[src/rtl/pwm_demodulator.sv]
// pwm_demodulator: recovers per-frame high-sample counts from a serial PWM line
//   clk        system clock, shared with the modulator
//   rst_n      asynchronous active-low reset
//   pwm_in     PWM line, possibly asynchronous to clk
//   bit_length frame exponent, frame length N = 2^bit_length (clamped to 1..DATA_W)
//   data_out   high-sample count of the last complete frame (0..N)
//   data_valid one-cycle strobe marking a new data_out
//   locked     frame alignment established, cleared only by reset
//   sync_err   one-cycle strobe for a rising edge off the frame boundary
module pwm_demodulator #(
  parameter int DATA_W      = 16,
  parameter int SYNC_STAGES = 2
) (
  input  logic              clk,
  input  logic              rst_n,
  input  logic              pwm_in,
  input  logic [5:0]        bit_length,
  output logic [DATA_W:0]   data_out,
  output logic              data_valid,
  output logic              locked,
  output logic              sync_err
);
  typedef enum logic {UNLOCKED, LOCKED} state_t;
  state_t                 state;
  logic [SYNC_STAGES-1:0] sync;
  logic                   s, s_prev, rise;
  logic [5:0]             l, n_lat;
  logic [DATA_W-1:0]      phase, last_p;
  logic [DATA_W:0]        high_cnt;
  assign s      = sync[SYNC_STAGES-1];
  assign rise   = s & ~s_prev;
  assign l      = bit_length == 6'd0 ? 6'd1 : bit_length > 6'(DATA_W) ? 6'(DATA_W) : bit_length;
  // N-1 as a mask; shifting all ones out entirely gives the full-width frame
  assign last_p = ~({DATA_W{1'b1}} << n_lat);
  always_ff @(posedge clk or negedge rst_n) begin
    if (!rst_n) begin
      state      <= UNLOCKED;
      sync       <= '0;
      s_prev     <= 1'b0;
      n_lat      <= '0;
      phase      <= '0;
      high_cnt   <= '0;
      data_out   <= '0;
      data_valid <= 1'b0;
      locked     <= 1'b0;
      sync_err   <= 1'b0;
    end else begin
      sync       <= {sync[SYNC_STAGES-2:0], pwm_in};
      s_prev     <= s;
      data_valid <= 1'b0;
      sync_err   <= 1'b0;
      if (state == UNLOCKED) begin
        if (rise) begin
          phase    <= DATA_W'(1);
          high_cnt <= (DATA_W+1)'(1);
          n_lat    <= l;
          locked   <= 1'b1;
          state    <= LOCKED;
        end
      end else if (rise && phase != '0) begin
        // realign: the edge sample becomes phase 0 of a fresh frame
        sync_err <= 1'b1;
        phase    <= DATA_W'(1);
        high_cnt <= (DATA_W+1)'(1);
        n_lat    <= l;
      end else if (phase == last_p) begin
        data_out   <= high_cnt + (DATA_W+1)'(s);
        data_valid <= 1'b1;
        phase      <= '0;
        high_cnt   <= '0;
        n_lat      <= l;
      end else begin
        high_cnt <= high_cnt + (DATA_W+1)'(s);
        phase    <= phase + DATA_W'(1);
      end
    end
  end
endmodule

[config.mk]
export PLATFORM = sky130hd
export DESIGN_NAME = pwm_demodulator
export DESIGN_NICKNAME = d
export VERILOG_FILES = /design/src/rtl/pwm_demodulator.sv
export SDC_FILE = /design/constraint.sdc
export NUM_CORES = 1
export LEC_CHECK = 0
export CAP_MARGIN = 20
export CORE_UTILIZATION = 30
export DETAILED_ROUTE_END_ITERATION = 10
export GPL_TIMING_DRIVEN = 0
export SLEW_MARGIN = 0
export SYNTH_ARGS = -nofsm -noshare
export SYNTH_HDL_FRONTEND = slang
export SYNTH_SLANG_ARGS = --single-unit
[constraint.sdc]
create_clock -name clk -period 2.65 [get_ports clk]
set_input_delay 0.265 -clock clk [delete_from_list [all_inputs] [get_ports clk]]
set_output_delay 0.265 -clock clk [all_outputs]
set_load 0.01 [all_outputs]
======== Word-level counts from Yosys, hierarchy flattened ========
Index checks and enable logic that the tools add are counted.
storage, ports and cells
  register bits after elaboration ......... 63
  latch bits .............................. 0
  RAM bits ................................ 0
  ROM bits ................................ 0
  input port bits ......................... 9
  memories ................................ 0
cells by class
  $add $sub $neg .......................... 2
  multiply operators ...................... 0
  divide/modulo/power cells ............... 0
  magnitude comparators ................... 1
  equal/unequal tests ..................... 2
  shift operators ......................... 1
  muxes and demuxes ....................... 21
  bitwise operators ....................... 5
  reduce and logical (&&, ||, !) cells .... 7
operators with widths
  operator               number
  $mux 17                4
  $mux 16                4
  $mux 6                 6
  $add 17x1->17          1
  $add 16x1->16 const B  1
  $eq 16x16->1           1
  $not 16->16            1
  $reduce_bool 16->1     1
  $shl 16x6->16 const A  1
  $mux 1                 7
  $gt 6x5->1 const B     1
  $logic_not 6->1        1
  $reduce_and 2->1       2
  $ne 3x1->1 const B     1
  $not 1->1              3
  $reduce_and 3->1       1
  $reduce_bool 2->1      1
  $and 1x1->1            1
  $logic_and 1x1->1      1

======== Logic depth before layout (Yosys ltp) ========
  word-level depth ........................ 6
  mapped depth ............................ 10
  depth with buffers taken out ............ 9

======== Worst setup path after synthesis ========
Ideal clock, no wire load.
  path kind ............................... register to register
  from .................................... reg n_lat[3]
  to ...................................... reg data_out[0]
  data arrival time ....................... 2.404 ns
  data required time ...................... 2.525 ns
  setup slack ............................. 0.121 ns
  stages on the path, launching flop included .. 10
  path buffers ............................ 2
  period minus slack after synthesis ...... 2.529 ns
  path through ............................ dfrtp_1 > buf_6 > a211o_1 > a211o_1 > a32oi_2 > o2111ai_1 > or3_4 > nor2_8 > buf_12 > mux2_4
between the ends
  cells in the longest elaborated chain, start to end .. 4
RTL lines
  what                        RTL line  text
  start, declared             27        logic [5:0] l, n_lat;
  start signal, assigned      56        n_lat <= l;
  start signal, assigned      65        n_lat <= l;
  start signal, assigned      71        n_lat <= l;
  $shl 16x6->16               34        assign last_p = ~({DATA_W{1'b1}} << n_lat);
  $not 16->16                 34
  $eq 16x16->1                66        end else if (phase == last_p) begin
  $reduce_and 3->1 (no line)  n/a
  end signal, assigned        67        data_out <= high_cnt + (DATA_W+1)'(s);
  end, declared               18        output logic [DATA_W:0] data_out,
No other way between the ends.
A chain may end at the register's enable or synchronous reset.

======== Final worst setup path ========
  from .................................... reg n_lat[5]
  to ...................................... reg data_out[9]
The elaborated chain is that of the path after synthesis.

==> impl_summary.md <==
Synthesis
The number of nets in the synthesized netlist is 374. After synthesis the cells add up to 3470 um2. The mean area per synthesized cell is roughly 9.6 um2. The total number of yosys warnings is 0.

In the synthesized netlist the async set-or-reset flop fraction comes to 100%. Sorting the synthesized cells by area gives the leading types as sky130_fd_sc_hd__dfrtp_1 (45%), sky130_fd_sc_hd__mux2_4 (3.9%), sky130_fd_sc_hd__nand2_1 (3.9%), sky130_fd_sc_hd__nand3_1 (3.9%), sky130_fd_sc_hd__xnor2_1 (3.3%). The number of distinct library cell variants in the gate-level netlist after synthesis is 49. The flip-flop and latch count after synthesis is 63. The flip-flop cell with the highest count after synthesis is sky130_fd_sc_hd__dfrtp_1. The cell taking the most area after synthesis is sky130_fd_sc_hd__dfrtp_1. The cell count after synthesis came out at 361.

The synthesized design devotes to its leading area cell type around 45% of total area. The sequential-to-total area share from yosys stat is 45.5%. The synthesized design contains 0 enable-type register cells.

GRT
The first global-routing pass estimated 15.1 mm of wire. The initial antenna violation count is 0. Summed over all layers, the global routing overflow is 0.

The global-route total usage across every layer is 16.5%. The pin count of the biggest net entering global routing is 64. The number of global-route vias before repair is slightly above 3000.

Die
The floorplan die area is 12000 um2. The total I/O pin count is 29. The effective utilization at floorplan is a little under a third. The core region is 11000 um2. The number of standard-cell rows in the floorplan is 38. The chip height is 110 um. The floorplan step set the die width to 110 um.

Clock network
The H-tree was split into 3 levels. The total of hold buffers inserted after clock tree synthesis is 0. TritonCTS built the clock tree. CTS saw 63 sinks. Clock-pin slew was measured on the worst setup and hold paths at 0.05 ns.

The clock insertion delay at the later pin of the skew report is approximately 0.33 ns. The TritonCTS buffer count is 9. The clock tree root buffer cell is sky130_fd_sc_hd__clkbuf_16. The longest clock path from root to sink contains 2 buffers.

Power
For this design the ratio of total power to cell area is 687 nW/um2. The reported leakage power is 2.01 nW. VDD sags by at most around 0.27 mV. The post-route total power is 3.07 mW.

Routing
The initial detailed-routing violation count is about 100. For this block, the routed nets add up to 8.88 mm of wire. The number of optimization iterations in the first detailed-route pass is 4. The number of DRC violations after detailed routing is 0. The routed length per instance is 15.8 um.

The post-detailed-route count of antenna-violating nets is 0. The via count normalized by instance count is about 5.3. The via count is 2959.

Finish
The net count of the finished layout is 430. Leaving out fill and tap cells, the most frequent cells in the layout are sky130_fd_sc_hd__dfrtp_1 (60), sky130_fd_sc_hd__nand2_1 (35), sky130_fd_sc_hd__nand3_1 (27), sky130_fd_sc_hd__clkdlybuf4s50_1 (27), sky130_fd_sc_hd__nor2_1 (24). The final cell utilization of the core is 40.5%.

The fraction of layout cells with a size suffix above 1 is 20.7%. The commonest non-fill, non-tap cell in the layout is sky130_fd_sc_hd__dfrtp_1. The antenna diode count is 0.

After routing the design area is 4470 um2. Compared with the post-synthesis result, the final layout area differs by 28.8%. After the flow finishes, the layout carries non-filler instances totaling 561.

Placed design
The worst slack at placement is -0.157 ns. Port buffering added 28 buffers. The instance area at placement is 3920 um2. The half-perimeter wire length of the detailed placement result is between 5 and 6 mm.

In this run, placement finished with an instance count of 529. At the end of routability-driven placement, the weighted congestion stood at between 0.8 and 0.9.

Worst setup path
The endpoint kind of the worst setup timing path is a flip-flop. Along the worst path, the maximum fanout reaches 6. Data on the critical path is required at its endpoint by roughly 2.9 ns.

The setup path with the least slack is of type flip-flop to flip-flop. The worst setup path is launched from a flip-flop. For the worst setup path, the data arrival time is 2.89 ns.

STA
The post-layout worst setup margin is -0.0278 ns. The max-slew violation count was 0. The slew at the pin closest to its max-slew limit is 0.830 ns.

Headroom to the max-slew limit came out at 44.7%. Setup total negative slack on the finished layout was measured at -0.273 ns. The final-layout worst hold slack is 0.0201 ns. In the finished design, the share of the clock period the worst path needs comes to 101%.

Counting I/O delays and the setup requirement, the final critical path takes 2.68 ns. The number of endpoints with negative hold slack in the final report is 0. Setup violations remaining at the end of the flow were counted as 12. The maximum achievable frequency is 0.373 GHz.

Setup repair after global routing could not meet its margin everywhere. Between clock sinks in the finished design, the worst skew comes to a little under 0.007 ns.

Min path
The class of the most critical hold timing path is input pin to asynchronous set/reset pin.

Outcome
The run finished, with violations left. The checks that failed: setup timing.

Flow run
Across the run, the number of max-cap violations was 0.
==> timing repair <==
item / 4_1_cts / 5_1_grt
pin swaps: 9 / 8
setup buffers: 14 / 5
gates cloned: 1 / 0
gates resized for setup: 15 / 21
endpoints found under the setup margin: 23 / 36
hold endpoints to repair: 0 / 0
==> Yosys cell counts, types with 2 or more instances <==
library cell	n
sky130_fd_sc_hd__nand4b_1	3
sky130_fd_sc_hd__o2111ai_1	3
sky130_fd_sc_hd__xnor2_1	13
sky130_fd_sc_hd__o31ai_1	2
sky130_fd_sc_hd__and3_1	5
sky130_fd_sc_hd__mux2_2	8
sky130_fd_sc_hd__nor2_1	26
sky130_fd_sc_hd__nand4_1	6
sky130_fd_sc_hd__nor2b_1	4
sky130_fd_sc_hd__or2_2	8
sky130_fd_sc_hd__a21o_1	10
sky130_fd_sc_hd__or3_1	5
sky130_fd_sc_hd__a21oi_1	14
sky130_fd_sc_hd__nor3b_1	2
sky130_fd_sc_hd__ha_1	4
sky130_fd_sc_hd__o22ai_1	3
sky130_fd_sc_hd__nor3_1	9
sky130_fd_sc_hd__mux2_4	9
sky130_fd_sc_hd__buf_2	3
sky130_fd_sc_hd__buf_6	2
sky130_fd_sc_hd__o311ai_0	2
sky130_fd_sc_hd__and2_1	5
sky130_fd_sc_hd__clkbuf_1	11
sky130_fd_sc_hd__dfrtp_1	63
sky130_fd_sc_hd__a22o_1	5
sky130_fd_sc_hd__a211o_1	2
sky130_fd_sc_hd__nor4_1	9
sky130_fd_sc_hd__o21ai_0	22
sky130_fd_sc_hd__xor2_1	3
sky130_fd_sc_hd__inv_1	14
sky130_fd_sc_hd__o211ai_1	4
sky130_fd_sc_hd__nand3_1	27
sky130_fd_sc_hd__buf_4	2
sky130_fd_sc_hd__and4_1	3
sky130_fd_sc_hd__nand2_1	36
==> where the power goes <==
part	total (mW)	internal, mW	switching, mW
registers	1.15	1.04	0.108
logic	0.618	0.277	0.342
clock network	1.30	0.893	0.408
total	3.07	2.21	0.858
==> state kept, by name, summed over array words and instances (netlist names), 2 cells and up <==
| register | count |
|---|---|
| sync | 2 |
| high_cnt | 17 |
| phase | 16 |
| data_out | 17 |
| n_lat | 6 |
==> path summary, 6_finish.rpt <==
check	start	endpoint	slack (ns)	cells past startpoint
min in group clk	sync[0]$_DFF_PN0_	sync[1]$_DFF_PN0_	0.35	0
worst max register to register	n_lat[5]$_DFFE_PN0P_	data_out[9]$_DFFE_PN0P_	-0.03	9
worst min-delay path	rst_n	phase[9]$_DFFE_PN0P_	0.02	1
worst max-delay path	n_lat[5]$_DFFE_PN0P_	data_out[9]$_DFFE_PN0P_	-0.03	9
worst min register to register	sync[0]$_DFF_PN0_	sync[1]$_DFF_PN0_	0.35	0
max in group asynchronous	rst_n	data_out[10]$_DFFE_PN0P_	2.06	1
==> kinds of logic (layout without fill, tap and decap cells) <==
group	after synthesis	in the layout	synth area share, %
buffers and inverters	33	93	4.80
xor gates and xnor gates	16	16	4.04
DFF	63	63	45.5
and+or+nand+nor	152	152	23.2
adders and majority gates	4	4	1.44
muxes	17	17	6.49
AOI/OAI and AO/OA	76	76	14.6
==> worst max-delay path, cell delays in order, from the launching register on <==
cell                      delay (ns)
sky130_fd_sc_hd__dfrtp_2        0.44
sky130_fd_sc_hd__buf_6          0.13
sky130_fd_sc_hd__nor4_4         0.35
sky130_fd_sc_hd__a21oi_2        0.09
sky130_fd_sc_hd__a311o_1        0.27
sky130_fd_sc_hd__a21o_1         0.21
sky130_fd_sc_hd__or3_4          0.43
sky130_fd_sc_hd__nor2_8         0.17
sky130_fd_sc_hd__buf_4          0.15
sky130_fd_sc_hd__mux2_2         0.32
==> per-layer routing <==
metal	track usage [%]	wire, um
met1	20.7	4050
met5	0	0
met4	6.48	167
met3	3.20	460
met2	27.9	4200
==> layout make-up <==
class                      count  area, um2
multi-input combinational    265       1780
clock inverter                 3       65.1
sequential                    63       1580
inverter                      14       52.6
tap                          140        175
fill                        1086       6570
timing repair buffer          46        440
buffer                        18        108
clock buffer                  12        267
No activity file was read; power rests on OpenSTA's default activity.
